==> src/rtl/guess_pkg.sv <==
// rtl/guess_pkg.sv - shared constants, state encoding and helpers for the LED guessing game
package guess_pkg;

  localparam int NLEDS_DEF          = 10;
  localparam int BASE_PERIOD_DEF    = 16;
  localparam int PERIOD_DEC_DEF     = 2;
  localparam int MAX_LEVEL_DEF      = 7;
  localparam int HITS_PER_LEVEL_DEF = 4;
  localparam int LIVES_INIT_DEF     = 3;
  localparam int SCORE_W_DEF        = 8;

  typedef enum logic [1:0] {
    ST_IDLE = 2'd0,
    ST_RUN  = 2'd1,
    ST_HOLD = 2'd2,
    ST_OVER = 2'd3
  } state_e;

  // Wide result so callers can truncate to their own LED count.
  function automatic logic [31:0] onehot(input logic [31:0] idx);
    return 32'd1 << idx;
  endfunction

endpackage

==> src/rtl/guess_round_ctrl_if.sv <==
// rtl/guess_round_ctrl_if.sv - key/start inputs and LED/status outputs of the round controller
interface guess_round_ctrl_if #(
  parameter int NLEDS   = 10,
  parameter int SCORE_W = 8
);

  logic               start;
  logic [NLEDS-1:0]   G;
  logic [NLEDS-1:0]   LED;
  logic [SCORE_W-1:0] score;
  logic [2:0]         lives;
  logic [2:0]         level;
  logic               hit;
  logic               miss;
  logic               game_over;

  modport master (
    output start, G,
    input  LED, score, lives, level, hit, miss, game_over
  );

  modport slave (
    input  start, G,
    output LED, score, lives, level, hit, miss, game_over
  );

endinterface

==> src/rtl/guess_step_timer.sv <==
// rtl/guess_step_timer.sv - LED step down-counter; step_o is high while the count sits at zero
module guess_step_timer #(
  parameter int TW = 5
) (
  input  logic          clk,
  input  logic          reset,
  input  logic          load_i,
  input  logic [TW-1:0] load_val_i,
  input  logic          freeze_i,
  output logic          step_o
);

  logic [TW-1:0] count_q;

  always_ff @(posedge clk or posedge reset) begin
    if (reset) begin
      count_q <= '0;
    end else if (load_i) begin
      count_q <= load_val_i;
    end else if (!freeze_i && (count_q != '0)) begin
      count_q <= count_q - TW'(1);
    end
  end

  assign step_o = (count_q == '0);

endmodule

==> src/rtl/guess_round_ctrl.sv <==
// rtl/guess_round_ctrl.sv - paces the LED sweep, scores key guesses, tracks lives/level per game
module guess_round_ctrl
  import guess_pkg::*;
#(
  parameter int NLEDS          = NLEDS_DEF,
  parameter int BASE_PERIOD    = BASE_PERIOD_DEF,
  parameter int PERIOD_DEC     = PERIOD_DEC_DEF,
  parameter int MAX_LEVEL      = MAX_LEVEL_DEF,
  parameter int HITS_PER_LEVEL = HITS_PER_LEVEL_DEF,
  parameter int LIVES_INIT     = LIVES_INIT_DEF,
  parameter int SCORE_W        = SCORE_W_DEF
) (
  input logic               clk,
  input logic               reset,
  guess_round_ctrl_if.slave bus
);

  localparam int PW = $clog2(NLEDS);
  localparam int TW = $clog2(BASE_PERIOD + 1);
  localparam int HW = $clog2(HITS_PER_LEVEL + 1);

  state_e             state_q;
  logic [PW-1:0]      pos_q;
  logic [HW-1:0]      hit_cnt_q;
  logic [NLEDS-1:0]   led_q;
  logic [SCORE_W-1:0] score_q;
  logic [2:0]         lives_q;
  logic [2:0]         level_q;
  logic               hit_q;
  logic               miss_q;
  logic               game_over_q;

  logic             guess;
  logic             is_hit;
  logic             start_ok;
  logic             step;
  logic             tmr_load;
  logic             tmr_freeze;
  logic [TW-1:0]    tmr_val;
  logic [PW-1:0]    pos_next;
  logic [NLEDS-1:0] pos_oh;
  logic [NLEDS-1:0] pos_next_oh;

  assign guess       = |bus.G;
  assign pos_oh      = NLEDS'(onehot(32'(pos_q)));
  assign pos_next    = (pos_q == PW'(NLEDS - 1)) ? '0 : pos_q + PW'(1);
  assign pos_next_oh = NLEDS'(onehot(32'(pos_next)));
  assign is_hit      = (bus.G == pos_oh);
  assign start_ok    = bus.start && ((state_q == ST_IDLE) || (state_q == ST_OVER));

  // A new game always starts at level 0; otherwise the period follows the current
  // level, which a hit has already updated by the time HOLD releases.
  assign tmr_val = start_ok ? TW'(BASE_PERIOD - 1)
                            : TW'(BASE_PERIOD - 1 - int'(level_q) * PERIOD_DEC);

  assign tmr_load   = start_ok
                   || ((state_q == ST_RUN)  && !guess && step)
                   || ((state_q == ST_HOLD) && !guess);
  assign tmr_freeze = !((state_q == ST_RUN) && !guess);

  guess_step_timer #(
    .TW(TW)
  ) u_timer (
    .clk       (clk),
    .reset     (reset),
    .load_i    (tmr_load),
    .load_val_i(tmr_val),
    .freeze_i  (tmr_freeze),
    .step_o    (step)
  );

  always_ff @(posedge clk or posedge reset) begin
    if (reset) begin
      state_q     <= ST_IDLE;
      pos_q       <= '0;
      hit_cnt_q   <= '0;
      led_q       <= '0;
      score_q     <= '0;
      lives_q     <= '0;
      level_q     <= '0;
      hit_q       <= 1'b0;
      miss_q      <= 1'b0;
      game_over_q <= 1'b0;
    end else begin
      hit_q  <= 1'b0;
      miss_q <= 1'b0;
      case (state_q)
        ST_IDLE, ST_OVER: begin
          if (bus.start) begin
            state_q     <= ST_RUN;
            pos_q       <= '0;
            hit_cnt_q   <= '0;
            led_q       <= NLEDS'(onehot(32'd0));
            score_q     <= '0;
            lives_q     <= 3'(LIVES_INIT);
            level_q     <= '0;
            game_over_q <= 1'b0;
          end
        end
        ST_RUN: begin
          // A guess beats a same-cycle timer expiry: pos stays put until release.
          if (guess) begin
            if (is_hit) begin
              hit_q   <= 1'b1;
              state_q <= ST_HOLD;
              if (score_q != '1) score_q <= score_q + SCORE_W'(1);
              if (hit_cnt_q == HW'(HITS_PER_LEVEL - 1)) begin
                hit_cnt_q <= '0;
                if (level_q != 3'(MAX_LEVEL)) level_q <= level_q + 3'd1;
              end else begin
                hit_cnt_q <= hit_cnt_q + HW'(1);
              end
            end else begin
              miss_q <= 1'b1;
              if (lives_q == 3'd1) begin
                lives_q     <= 3'd0;
                state_q     <= ST_OVER;
                led_q       <= '1;
                game_over_q <= 1'b1;
              end else begin
                lives_q <= lives_q - 3'd1;
                state_q <= ST_HOLD;
              end
            end
          end else if (step) begin
            pos_q <= pos_next;
            led_q <= pos_next_oh;
          end
        end
        ST_HOLD: begin
          if (!guess) begin
            state_q <= ST_RUN;
            pos_q   <= pos_next;
            led_q   <= pos_next_oh;
          end
        end
      endcase
    end
  end

  assign bus.LED       = led_q;
  assign bus.score     = score_q;
  assign bus.lives     = lives_q;
  assign bus.level     = level_q;
  assign bus.hit       = hit_q;
  assign bus.miss      = miss_q;
  assign bus.game_over = game_over_q;

endmodule

==> src/flat_wrapper.sv <==
// flat-port wrapper written by rule: the top's interface ports become plain ports
module guess_round_ctrl_flat import guess_pkg::*;
#(
  parameter int NLEDS          = NLEDS_DEF,
  parameter int BASE_PERIOD    = BASE_PERIOD_DEF,
  parameter int PERIOD_DEC     = PERIOD_DEC_DEF,
  parameter int MAX_LEVEL      = MAX_LEVEL_DEF,
  parameter int HITS_PER_LEVEL = HITS_PER_LEVEL_DEF,
  parameter int LIVES_INIT     = LIVES_INIT_DEF,
  parameter int SCORE_W        = SCORE_W_DEF
)
  (clk, reset, bus_start, bus_G, bus_LED, bus_score, bus_lives, bus_level, bus_hit, bus_miss, bus_game_over);
  guess_round_ctrl_if #(.NLEDS(NLEDS), .SCORE_W(SCORE_W)) bus_i ();
  input logic clk;
  input logic reset;
  input wire logic [$bits(bus_i.start)-1:0] bus_start;
  input wire logic [$bits(bus_i.G)-1:0] bus_G;
  output wire logic [$bits(bus_i.LED)-1:0] bus_LED;
  output wire logic [$bits(bus_i.score)-1:0] bus_score;
  output wire logic [$bits(bus_i.lives)-1:0] bus_lives;
  output wire logic [$bits(bus_i.level)-1:0] bus_level;
  output wire logic [$bits(bus_i.hit)-1:0] bus_hit;
  output wire logic [$bits(bus_i.miss)-1:0] bus_miss;
  output wire logic [$bits(bus_i.game_over)-1:0] bus_game_over;
  assign bus_i.start = bus_start;
  assign bus_i.G = bus_G;
  assign bus_LED = bus_i.LED;
  assign bus_score = bus_i.score;
  assign bus_lives = bus_i.lives;
  assign bus_level = bus_i.level;
  assign bus_hit = bus_i.hit;
  assign bus_miss = bus_i.miss;
  assign bus_game_over = bus_i.game_over;
  guess_round_ctrl #(.NLEDS(NLEDS), .BASE_PERIOD(BASE_PERIOD), .PERIOD_DEC(PERIOD_DEC), .MAX_LEVEL(MAX_LEVEL), .HITS_PER_LEVEL(HITS_PER_LEVEL), .LIVES_INIT(LIVES_INIT), .SCORE_W(SCORE_W)) u_core (.clk(clk), .reset(reset), .bus(bus_i));
endmodule
==> config.mk <==
export PLATFORM = sky130hd
export DESIGN_NAME = guess_round_ctrl_flat
export DESIGN_NICKNAME = d
export VERILOG_FILES = /design/src/rtl/guess_pkg.sv /design/src/rtl/guess_round_ctrl_if.sv /design/src/rtl/guess_step_timer.sv /design/src/rtl/guess_round_ctrl.sv /design/src/flat_wrapper.sv
export SDC_FILE = /design/constraint.sdc
export NUM_CORES = 1
export LEC_CHECK = 0
export CORE_ASPECT_RATIO = 1.25
export CORE_MARGIN = 4
export CORE_UTILIZATION = 61
export CTS_BUF_LIST = sky130_fd_sc_hd__clkbuf_2 sky130_fd_sc_hd__clkbuf_4 sky130_fd_sc_hd__clkbuf_8
export DETAILED_ROUTE_END_ITERATION = 8
export PLACE_DENSITY = 0.88
export SLEW_MARGIN = 20
export SYNTH_ARGS = -nofsm -noshare
export SYNTH_HDL_FRONTEND = slang
export SYNTH_SLANG_ARGS = --single-unit
export TNS_END_PERCENT = 30
==> constraint.sdc <==
create_clock -name clk -period 8.1 [get_ports clk]
set_clock_uncertainty 0.2 [all_clocks]
set_input_delay 1.62 -clock clk [delete_from_list [all_inputs] [get_ports clk]]
set_output_delay 1.62 -clock clk [all_outputs]
set_load 0.05 [all_outputs]
==> impl_metrics.ini <==
[drt]
antenna_left = 0
drt_wl_total_mm = 6.69
avgViaCountPerCell = 6.34
drc = 0
routedWlPerCell_um = 16.8
drt-pass1-iter-count = 6
first_iter_violations = 289
via_count = 2525

[floorplanning]
die_area_sq_mm = 0.00562
die_x_um = 67.9
start_util = 0.651
die_h_um = 82.8
fp-row-count = 26
core_area_sq_mm = 0.00420
ios = 40

[synth]
synth_cells = 309
synth_edf_count = 0
ys_warn_count = 0
synth_seq_area_share = 0.376
syn-cell-area_sq_mm = 0.00273
ys_top_cells_by_area = dfrtp_1 (38%), ha_1 (5.0%), nand2_1 (3.6%), mux2_2 (3.3%), nor2_1 (3.3%)
ys_ff_latch = 41
synth_commonest_cells = dfrtp_1 (41), nand2_1 (26), nor2_1 (24), inv_1 (18)
ys_types = 63
synth_area_leader_cell = dfrtp_1
syn_nets = 333
yosysMostFrequentCell = dfrtp_1
netlist.area_leader.share = 0.376
synth_ff_type = dfrtp_1
ys_async_sr_fraction = 1.00
syn_area_per_cell_sq_um = 8.84

[setup_path]
cp.arrival_ns = 4.32
cp-start-kind = primary input
critical-path-top-delay-family = simple AND/OR/NAND/NOR gates
critical_path.max_fanout = 10
max_stage_delay_ns = 0.62
worstPathRequired_ns = 8.09
crit_buf_inv = 1
crit_slowest_cell = nor4_1
critical_path_class = in -> reg
end_kind = register
path_cells = clkdlybuf4s50_1 -> nor4_1 -> nand3_1 -> nor2_1 -> o31ai_2 -> a31oi_4 -> mux2_2

[global_route]
track_usage = 0.260
grt_pass1_wl_mm = 11.6
grt_max_degree = 42
first_global_vias = 2503
antenna_found_initial = 0
overflow = 0

[hold_path]
hp-class = reg -> reg

[timing]
slew_headroom = 0.523
hold_viol = 0
layout_min_cycle_time_ns = 4.33
worst_pin_slew_ns = 0.711
tns_ns = 0
rsz0062_at_grt = false
max_freq_ghz = 0.231
final_min_period_over_clock_period = 0.535
setup_viol = 0
drv_slew = 0

[placed_design]
post-dp-hpwl_mm = 4.84
dpl_cell_area_sq_mm = 0.00313
gp_congestion = 0.914
numPortBuffers = 39

[job]
drv_cap = 0

[clocking]
clk_pin_slew_ns = 0.08
cts_root_buffer = clkbuf_8
cts.sinks = 41
cts_setup_buffers = 0
ctsResizeCount = 0
cts_max_path_buffers = 2
cts-buffers-inserted = 5
worstSkewPairLatency_ns = 0.30
cts_hold_buf = 0
cts_tree = yes
htreeDepth = 2

[power_and_ir_drop]
p_leak_nw = 1.37
peakVddDrop_uv = 200
p_per_area_mw_per_mm2 = 344
power.total_mw = 1.11

[cells_and_area]
fin_area_sq_mm = 0.00321
syn_to_final_growth_pct = 17.7
drive_above_1_share = 0.0789
finalNetCount = 365
num_antenna_cells = 0

[outcome]
status = complete, no violations
cell families after synthesis:
kind of cell | share of synthesized area
adder cells (fa/ha/maj) | 0.0504
AO/OA/AOI/OAI | 0.208
XOR/XNOR | 0.0160
flip-flops | 0.376
AND/OR/NAND/NOR | 0.248
multiplexers | 0.0486
buffers and inverters | 0.0536
layout by cell type (no fill, tap or decap), types with 3 or more instances in the layout:
cell type,synthesis,layout
a211o_1,5,5
a21oi_1,17,17
a22o_1,4,4
a31oi_1,8,8
and3_1,4,4
clkbuf_8,0,5
clkdlybuf4s50_1,0,39
dfrtp_1,41,41
ha_1,11,11
inv_1,18,18
mux2_2,8,8
nand2_1,26,26
nand2b_1,6,6
nand3_1,14,14
nor2_1,24,24
nor2b_1,7,7
nor3_1,8,8
nor4_1,4,4
o211ai_1,6,6
o21ai_0,17,17
o22a_1,3,3
o22ai_1,4,4
or3_1,4,4
or4_1,4,4
xnor2_1,3,3
cell type report:
class                      count  area, sq um
timing repair buffer          41          405
inverter                      18         67.6
fill                         308          982
multi-input combinational    234         1560
clock inverter                 2         10.0
tap                           56         70.1
sequential                    41         1030
clock buffer                   6         76.3
metrics by stage:
stage,cells,setup WS [ns],hold WS (ns),util
final,398,3.77,0.298,0.766
after global routing,398,3.53,0.328,0.766
after CTS,398,3.77,0.306,0.766
after detailed placement,390,3.49,0.288,0.745
after global placement,390,3.65,0.278,0.745
after floorplan,309,4.45,0.270,-
routing by layer:
metal	wire, um	global-route usage
met2	3500	0.428
met3	386	0.0554
met5	0	0
met4	184	0.107
met1	2620	0.323
registers in the layout, indices dropped and copies added (netlist names):
| name | flops |
|---|---|
| u_core.pos_q | 4 |
| u_core.bus.score | 8 |
| u_core.u_timer.count_q | 5 |
| u_core.bus.lives | 3 |
| u_core.state_q | 2 |
| u_core.hit_cnt_q | 3 |
| u_core.bus.miss | 1 |
| u_core.bus.hit | 1 |
| u_core.bus.LED | 10 |
| u_core.bus.level | 3 |
| u_core.bus.game_over | 1 |
worst reg2reg max path, cell delays in order (launching register included):
cell,delay (ns)
dfrtp_1,0.81
and2_1,0.29
ha_1,0.22
nand4bb_1,0.11
o22a_1,0.21
a32o_1,0.26
or4_1,0.67
or4_1,0.61
nand3_1,0.09
worst paths after layout:
kind / to / depth (start not counted) / from / slack (ns)
worst max-delay path: u_core.bus.LED[1] / 7 / bus_G[0] / 3.77
worst min-delay path: u_core.bus.LED[7] / 1 / u_core.bus.LED[7] / 0.30
worst max register to register: u_core.bus.score[4] / 8 / u_core.pos_q[0] / 4.57
worst min register to register: u_core.bus.LED[7] / 1 / u_core.bus.LED[7] / 0.30
max in group asynchronous: u_core.bus.level[1] / 3 / reset / 5.79
min in group asynchronous: u_core.bus.LED[1] / 3 / reset / 1.55
power by group:
part / switching [mW] / total [mW] / internal, mW
Clock: 0.0711 / 0.134 / 0.0631
Sequential: 0.0745 / 0.328 / 0.254
Combinational: 0.403 / 0.643 / 0.240
Total: 0.549 / 1.11 / 0.557
No activity file was read; power rests on OpenSTA's default activity.
